<file path="config.mk">
export PLATFORM = sky130hd
export DESIGN_NAME = add_sub_acc
export DESIGN_NICKNAME = d
export VERILOG_FILES = /design/src/rtl/add_sub_pkg.sv /design/src/rtl/add_sub_core.sv /design/src/rtl/add_sub_acc.sv
export SDC_FILE = /design/constraint.sdc
export NUM_CORES = 1
export LEC_CHECK = 0
export BUFFER_PORTS_ARGS = -buffer_cell sky130_fd_sc_hd__buf_2
export CORE_MARGIN = 4
export CORE_UTILIZATION = 45
export DETAILED_ROUTE_END_ITERATION = 10
export PLACE_DENSITY = 0.72
export SYNTH_ARGS = -nofsm -noshare
export SYNTH_HDL_FRONTEND = slang
export SYNTH_SLANG_ARGS = --single-unit
</file>
<file path="constraint.sdc">
create_clock -name clk -period 8.3 [get_ports clk]
set_input_delay 0.83 -clock clk [delete_from_list [all_inputs] [get_ports clk]]
set_output_delay 0.83 -clock clk [all_outputs]
set_load 0.01 [all_outputs]
</file>
<file path="src/rtl/add_sub_pkg.sv">
// Shared types for the add_sub_acc unit: operation encoding and the status-flag bundle.
package add_sub_pkg;

  typedef enum logic [1:0] {
    OP_ADD      = 2'b00,
    OP_SUB      = 2'b01,
    OP_ACC_ADD  = 2'b10,
    OP_ACC_LOAD = 2'b11
  } op_e;

  typedef struct packed {
    logic carry;
    logic overflow;
    logic zero;
    logic negative;
  } flags_t;

endpackage

</file>
<file path="src/rtl/add_sub_core.sv">
// Combinational N-bit adder/subtractor with carry/borrow, signed overflow, zero and negative flags.
// Optional signed saturation is compiled in when ADD_SUB_ACC_SAT_EN is defined.
module add_sub_core
  import add_sub_pkg::*;
#(
  parameter int N = 8
) (
  input  logic [N-1:0] a,
  input  logic [N-1:0] b,
  input  logic         sub,
  output logic [N-1:0] sum,
  output flags_t       flags
);

  logic [N-1:0] b_eff_s;
  logic [N:0]   full_s;
  logic [N-1:0] raw_s;
  logic         ovf_s;

  // Subtraction is a + ~b + 1; overflow when both addends share a sign the raw result lacks.
  always_comb begin
    b_eff_s = sub ? ~b : b;
    full_s  = {1'b0, a} + {1'b0, b_eff_s} + {{N{1'b0}}, sub};
    raw_s   = full_s[N-1:0];
    ovf_s   = (a[N-1] == b_eff_s[N-1]) && (raw_s[N-1] != a[N-1]);
`ifdef ADD_SUB_ACC_SAT_EN
    if (ovf_s) begin
      sum = a[N-1] ? {1'b1, {(N-1){1'b0}}} : {1'b0, {(N-1){1'b1}}};
    end else begin
      sum = raw_s;
    end
`else
    sum = raw_s;
`endif
    flags.carry    = sub ? ~full_s[N] : full_s[N];
    flags.overflow = ovf_s;
    flags.zero     = (sum == {N{1'b0}});
    flags.negative = sum[N-1];
  end

endmodule

</file>
<file path="src/rtl/add_sub_acc.sv">
// Handshaked add/subtract unit with accumulator; one output register, 1-cycle latency, full throughput.
// Build option: ADD_SUB_ACC_SAT_EN enables signed saturation inside add_sub_core.
module add_sub_acc
  import add_sub_pkg::*;
#(
  parameter int           N        = 8,
  parameter logic [N-1:0] ACC_INIT = {N{1'b0}}
) (
  input  logic         clk,
  input  logic         reset,
  input  logic         in_valid,
  output logic         in_ready,
  input  logic [1:0]   op,
  input  logic [N-1:0] x0,
  input  logic [N-1:0] x1,
  output logic         out_valid,
  input  logic         out_ready,
  output logic [N-1:0] result,
  output logic         carry,
  output logic         overflow,
  output logic         zero,
  output logic         negative,
  output logic [N-1:0] acc
);

  logic [N-1:0] core_a_s;
  logic [N-1:0] core_b_s;
  logic         core_sub_s;
  logic         acc_wr_s;
  logic [N-1:0] core_sum_s;
  flags_t       core_flags_s;

  logic         out_valid_r;
  logic [N-1:0] result_r;
  flags_t       flags_r;
  logic [N-1:0] acc_r;

  logic         in_xfer_s;
  logic         out_xfer_s;

  assign in_ready   = !out_valid_r || out_ready;
  assign in_xfer_s  = in_valid && in_ready;
  assign out_xfer_s = out_valid_r && out_ready;

  // Operand routing; ACC_LOAD passes x0 through the adder with b=0 so carry/overflow come out 0.
  always_comb begin
    core_a_s   = x0;
    core_b_s   = x1;
    core_sub_s = 1'b0;
    acc_wr_s   = 1'b0;
    case (op_e'(op))
      OP_ADD: begin
        core_sub_s = 1'b0;
      end
      OP_SUB: begin
        core_sub_s = 1'b1;
      end
      OP_ACC_ADD: begin
        core_a_s = acc_r;
        core_b_s = x0;
        acc_wr_s = 1'b1;
      end
      OP_ACC_LOAD: begin
        core_b_s = {N{1'b0}};
        acc_wr_s = 1'b1;
      end
      default: begin
        core_sub_s = 1'b0;
      end
    endcase
  end

  add_sub_core #(.N(N)) u_core (
    .a     (core_a_s),
    .b     (core_b_s),
    .sub   (core_sub_s),
    .sum   (core_sum_s),
    .flags (core_flags_s)
  );

  // Output register and accumulator; a new input replaces the held result even on a same-cycle take.
  always_ff @(posedge clk) begin
    if (reset) begin
      out_valid_r <= 1'b0;
      result_r    <= {N{1'b0}};
      flags_r     <= flags_t'(4'b0000);
      acc_r       <= ACC_INIT;
    end else if (in_xfer_s) begin
      out_valid_r <= 1'b1;
      result_r    <= core_sum_s;
      flags_r     <= core_flags_s;
      if (acc_wr_s) begin
        acc_r <= core_sum_s;
      end
    end else if (out_xfer_s) begin
      out_valid_r <= 1'b0;
    end
  end

  assign out_valid = out_valid_r;
  assign result    = result_r;
  assign carry     = flags_r.carry;
  assign overflow  = flags_r.overflow;
  assign zero      = flags_r.zero;
  assign negative  = flags_r.negative;
  assign acc       = acc_r;

endmodule

</file>
* Yosys cells after proc, flatten, opt, wreduce, memory -nomap -nowiden *
Index checks and enable logic that the tools add are counted.

word-level totals
  bits in registers = 21
  output and inout port bits = 22
  logic and storage cells = 33

cells by class
  reductions and logical operators = 9
  equality and inequality tests = 5
  add/sub/neg operators = 2
  multiplexer cells = 8
  bitwise gates (word level) = 2

operators with widths
  kind                                                                    count
  8-bit 2-to-1 mux                                                        2
  8-bit case mux with 2 select lines                                      1
  8-bit by 8-bit adder with 9-bit output                                  1
  9-bit by 1-bit adder with 9-bit output                                  1
  8-bit zero test                                                         1
  8-bit NOT                                                               1
  1-bit 2-to-1 mux                                                        5
  2-bit equality test (second input constant)                             2
  1-bit logical AND                                                       3
  2-bit by 1-bit equality test with 1-bit output (second input constant)  1
  2-bit AND reduction                                                     1
  2-bit nonzero test                                                      1
  2-bit OR reduction                                                      1
  1-bit equality test                                                     1
  1-bit zero test                                                         1
  1-bit logical OR                                                        1
  1-bit inequality test                                                   1
  1-bit NOT                                                               1

* Longest topological paths before layout *
  depth after elaboration = 8
  mapped depth = 14

* Hierarchy *
A second synthesis with hierarchy kept.

unflattened totals
  cells, all modules = 205
  area, all modules = 1667.8 um2

by module, submodules not included
  module        cells an instance  area each (um2)  times used  seq. area each (um2)
  add_sub_acc   142                1148.6           1           420.4
  add_sub_core  63                 519.2            1           0.0

* Least setup slack after synthesis *
No wires, ideal clock.

  kind = input to register
  start = in op[0]
  end = reg flags_r, in the netlist zero
  path slack = 4.937 ns
  setup time = 0.059 ns
  path buffers = 3
  stages on the path = 12
  data arrival time = 3.304 ns
  data required time = 8.241 ns
  cells stage by stage = buf_4 -> nor2b_1 -> clkbuf_1 -> buf_2 -> mux2_2 -> ha_1 -> a21o_1 -> a21o_1 -> a21oi_1 -> o31a_1 -> xor2_1 -> a31o_1

on the way
  cells in the longest elaborated chain, start to end = 7
  elaborated cells between the ends (all ways) = 11
  those cells by class = 2 x add/sub; 3 x eq/ne; 4 x mux; 1 x bitwise; 1 x reduce/logical

ends and longest elaborated chain
  element                                     line                RTL
  start, declared                             add_sub_acc.sv:13   input logic [1:0] op,
  2-bit equality test                         add_sub_acc.sv:51   case (op_e'(op))
  8-bit case mux with 2 select lines          add_sub_acc.sv:51
  8-bit NOT                                   add_sub_core.sv:22  b_eff_s = sub ? ~b : b;
  8-bit 2-to-1 mux                            add_sub_core.sv:22
  8-bit by 8-bit adder with 9-bit output      add_sub_core.sv:23  full_s = {1'b0, a} + {1'b0, b_eff_s} + {{N{1'b0}}, sub};
  9-bit by 1-bit adder with 9-bit output (*)  add_sub_core.sv:23
  8-bit zero test (*)                         add_sub_core.sv:37  flags.zero = (sum == {N{1'b0}});
  end signal, assigned                        add_sub_acc.sv:86   flags_r <= flags_t'(4'b0000);
  end signal, assigned                        add_sub_acc.sv:91   flags_r <= core_flags_s;
  end, declared                               add_sub_acc.sv:35   flags_t flags_r;

Every way passes the cells marked *; elsewhere a longest branch is shown, timed or not.
A chain may end at the register's enable or synchronous reset.

* Final worst setup path *
  start = in op[1]
  end = reg flags_r, in the netlist zero

Same word-level chain as after synthesis.

==> run summary <==
## Clock network
• **number of gates resized after cts** 0
• **CTS tree** built
• **post-CTS setup-driven buffer insertion count** 0
• **post-CTS clock slew at the launch and capture registers of the worst setup and hold paths** 0.12 ns
• **cts-stage hold buffer count** 0
• **Bufs on Longest Clock Path** 2
• **total number of H-tree levels** 1
• **clock insertion delay at the later pin of the skew report** 0.30 ns
• **cts bufs inserted** 3
• **CTS sink cnt** 20
• **root buffer selected by CTS** clkbuf_4

## Detailed routing
• **initial drt markers** 72
• **Remaining DRCs** 0
• **remaining antenna violation count** 0
• **via/cell ratio** 5.17
• **overall via count from detail_route** 1314
• **wire length after detailed routing** 3.19 mm
• **average routed wire per standard cell** 12.6 µm
• **length of the first detailed-routing pass in iterations** 4

## GRT
• **total track usage** 15.6%
• **first-pass GRT wire length** 5.24 mm
• **number of antenna violations at the first check in global routing** 0
• **total congestion overflow after global routing** 0
• **maximum number of pins on one net before global-route repair** 27
• **vias in the first global route** 1180

## Die
• **Die X** 64.0 µm
• **starting utilization of the core area** 46.6%
• **core region area** 3030 µm²
• **DIE AREA** 4100 µm²
• **Die Y-Extent** 64.0 µm
• **ports placed on the boundary** 44
• **row count** 20

## Flow run
• **max-cap violations** 0

## Layout
• **Filler Cell Count** 302
• **end-of-flow core utilization** 55.0%
• **share of final-layout standard cells stronger than drive strength 1** 29.5%
• **Layout area overhead** 17.9%
• **post-layout instance count excluding filler cells** 254
• **number of antenna diodes** 0
• **Final nets** 241

## Timing
• **Clock Skew** 0.00326 ns
• **final worst-path cycle share** 44.9%
• **final setup violating endpoints** 0
• **worst-case headroom to the max-slew limit** 33.9%
• **worst setup margin** 4.57 ns
• **Peak Freq** 0.268 GHz
• **Final Critical Period** 3.73 ns
• **Worst-Margin Slew** 0.990 ns
• **number of slew-limit violations in the final report** 0
• **unrepaired setup endpoints after global routing** no
• **total negative slack** 0 ns
• **hold violation total from the final report** 0
• **worst hold slack** 0.459 ns

## Place
• **cell count after placement** 250
• **worst setup slack before clock tree synthesis** 4.27 ns
• **count of input and output buffers** 43
• **RD Place Congestion** 0.857
• **detailed placement HPWL** 2.46 mm

## Yosys
• **number of distinct library cells after synthesis** 41
• **Avg Synthesized Cell Area** 8.06 µm²
• **syn_nets** 205
• **sequential cell area fraction in the yosys report** 28.4%
• **Yosys warnings** 0
• **number of synthesized register bits** 20
• **cell area after synthesis** 1410 µm²
• **number of instances in the synthesized netlist** 175

## Setup path
• **critical path start-end classification** in2reg
• **worst endpoint data arrival time** 3.93 ns
• **critical path data required time** 8.51 ns
• **Worst R2R Setup Slack** 6.01 ns
• **capturing element type of the critical path** flop
• **Setup crit start kind** primary input
• **maximum fanout along the worst path** 16

## Power and ir drop
• **Max IR drop VDD** 83.4 µV
• **leakage power summed over all cells** 0.733 nW
• **PD cells** 164 nW/µm²

## Min path
• **type of the most critical hold path** reg2reg

## Run status
• **run status** finished, final reports clean

logic make-up after synthesis:
logic type | count (synthesis) | synth area share, %
muxes | 8 | 6.29
buffers and inverters | 16 | 4.87
and+or+nand+nor | 67 | 24.2
adders and majority gates | 8 | 7.62
xor gates and xnor gates | 12 | 7.45
DFF | 20 | 28.4
AOI/OAI and AO/OA | 44 | 21.2
critical path, stage by stage:
cell	delay [ns]
buf_2	0.25
nor2b_1	0.83
mux2_2	0.42
ha_1	0.36
nor2b_1	0.17
o31a_1	0.27
o31a_1	0.28
nor3_2	0.25
nor2_1	0.07
a31o_1	0.21
cells in the mapped netlist:
library cell	number	area (µm²)
a211oi_1	2	15.0
or4_1	1	7.51
o21ai_0	9	45.0
o31a_1	3	26.3
dfxtp_1	20	400
and2_1	1	6.26
a31o_1	1	8.76
ha_1	7	87.6
and4_4	1	11.3
nor3b_1	2	15.0
nand4_1	1	6.26
a41oi_1	1	8.76
or4b_2	1	10.0
nor4_1	2	12.5
nor2b_1	3	18.8
inv_1	4	15.0
and3_1	1	6.26
a21o_1	3	22.5
nand2b_2	1	8.76
o21a_1	4	30.0
o22ai_2	1	12.5
o31ai_2	2	25.0
nand3b_1	7	52.6
clkbuf_1	8	30.0
nor2_1	5	18.8
o41ai_2	1	16.3
fa_1	1	20.0
nor3_2	1	10.0
buf_4	2	15.0
buf_2	1	5.00
mux2_2	7	78.8
nand4b_1	1	8.76
nor3_1	2	10.0
xnor2_1	9	78.8
o311ai_1	1	8.76
a21oi_1	15	75.1
nand2_1	37	139
xor2_1	3	26.3
o21ai_1	1	5.00
buf_1	1	3.75
mux2i_1	1	10.0
power by group:
| group | total (mW) | internal, mW | switching (mW) |
|---|---|---|---|
| sequential | 0.110 | 0.105 | 0.00484 |
| combinational | 0.106 | 0.0460 | 0.0596 |
| clock | 0.0578 | 0.0267 | 0.0311 |
cells in the final DEF, fill, tap and decap left out, drive strengths merged, types with 3 or more instances in the layout:
cell type / count
a21o: 3
a21oi: 15
buf: 43
clkbuf: 4
dfxtp: 20
ha: 7
inv: 4
mux2: 7
nand2: 37
nand3b: 7
nor2: 5
nor2b: 3
nor3: 3
o21a: 4
o21ai: 10
o31a: 3
xnor2: 9
xor2: 3
routing by layer:
metal	track usage [%]	up-vias	part of all wire [%]
met1	21.0	594	49
met4	2.43	0	0.38
li1	-	693	-
met2	26.1	25	46
met5	0	-	0
met3	2.99	2	4.9
final timing paths:
check	from	endpoint	depth (start not counted)
hold / removal	result[6]$_SDFFE_PP0P_	result[6]$_SDFFE_PP0P_	2
hold reg to reg	result[6]$_SDFFE_PP0P_	result[6]$_SDFFE_PP0P_	2
setup reg to reg	acc[1]$_SDFFE_PP0P_	zero$_SDFFE_PP0P_	7
setup / recovery	op[1]	zero$_SDFFE_PP0P_	10
flip-flops by register name (all words and copies together) (netlist names):
register   cells
zero           1
out_valid      1
acc            8
overflow       1
carry          1
result         8
metrics by stage:
| stage | instance area (µm²) | total power [mW] |
|---|---|---|
| 2_1_floorplan | 1410 | 0.189 |
| 5_1_grt | 1660 | 0.294 |
| 3_3_place_gp | 1630 | 0.217 |
| 6_report | 1660 | 0.273 |
| 3_5_place_dp | 1630 | 0.217 |
| 4_1_cts | 1660 | 0.275 |
final cells by class:
type                    instances  area [µm²]  area share [%]
multi-input cells             139         942            56.6
flip-flops and latches         20         400            24.1
repair buffers                 43         215            12.9
well taps                      44        55.1            3.31
clock buffers                   4        36.3            2.18
inverters                       4        15.0           0.902
No activity file was read; power rests on OpenSTA's default activity.
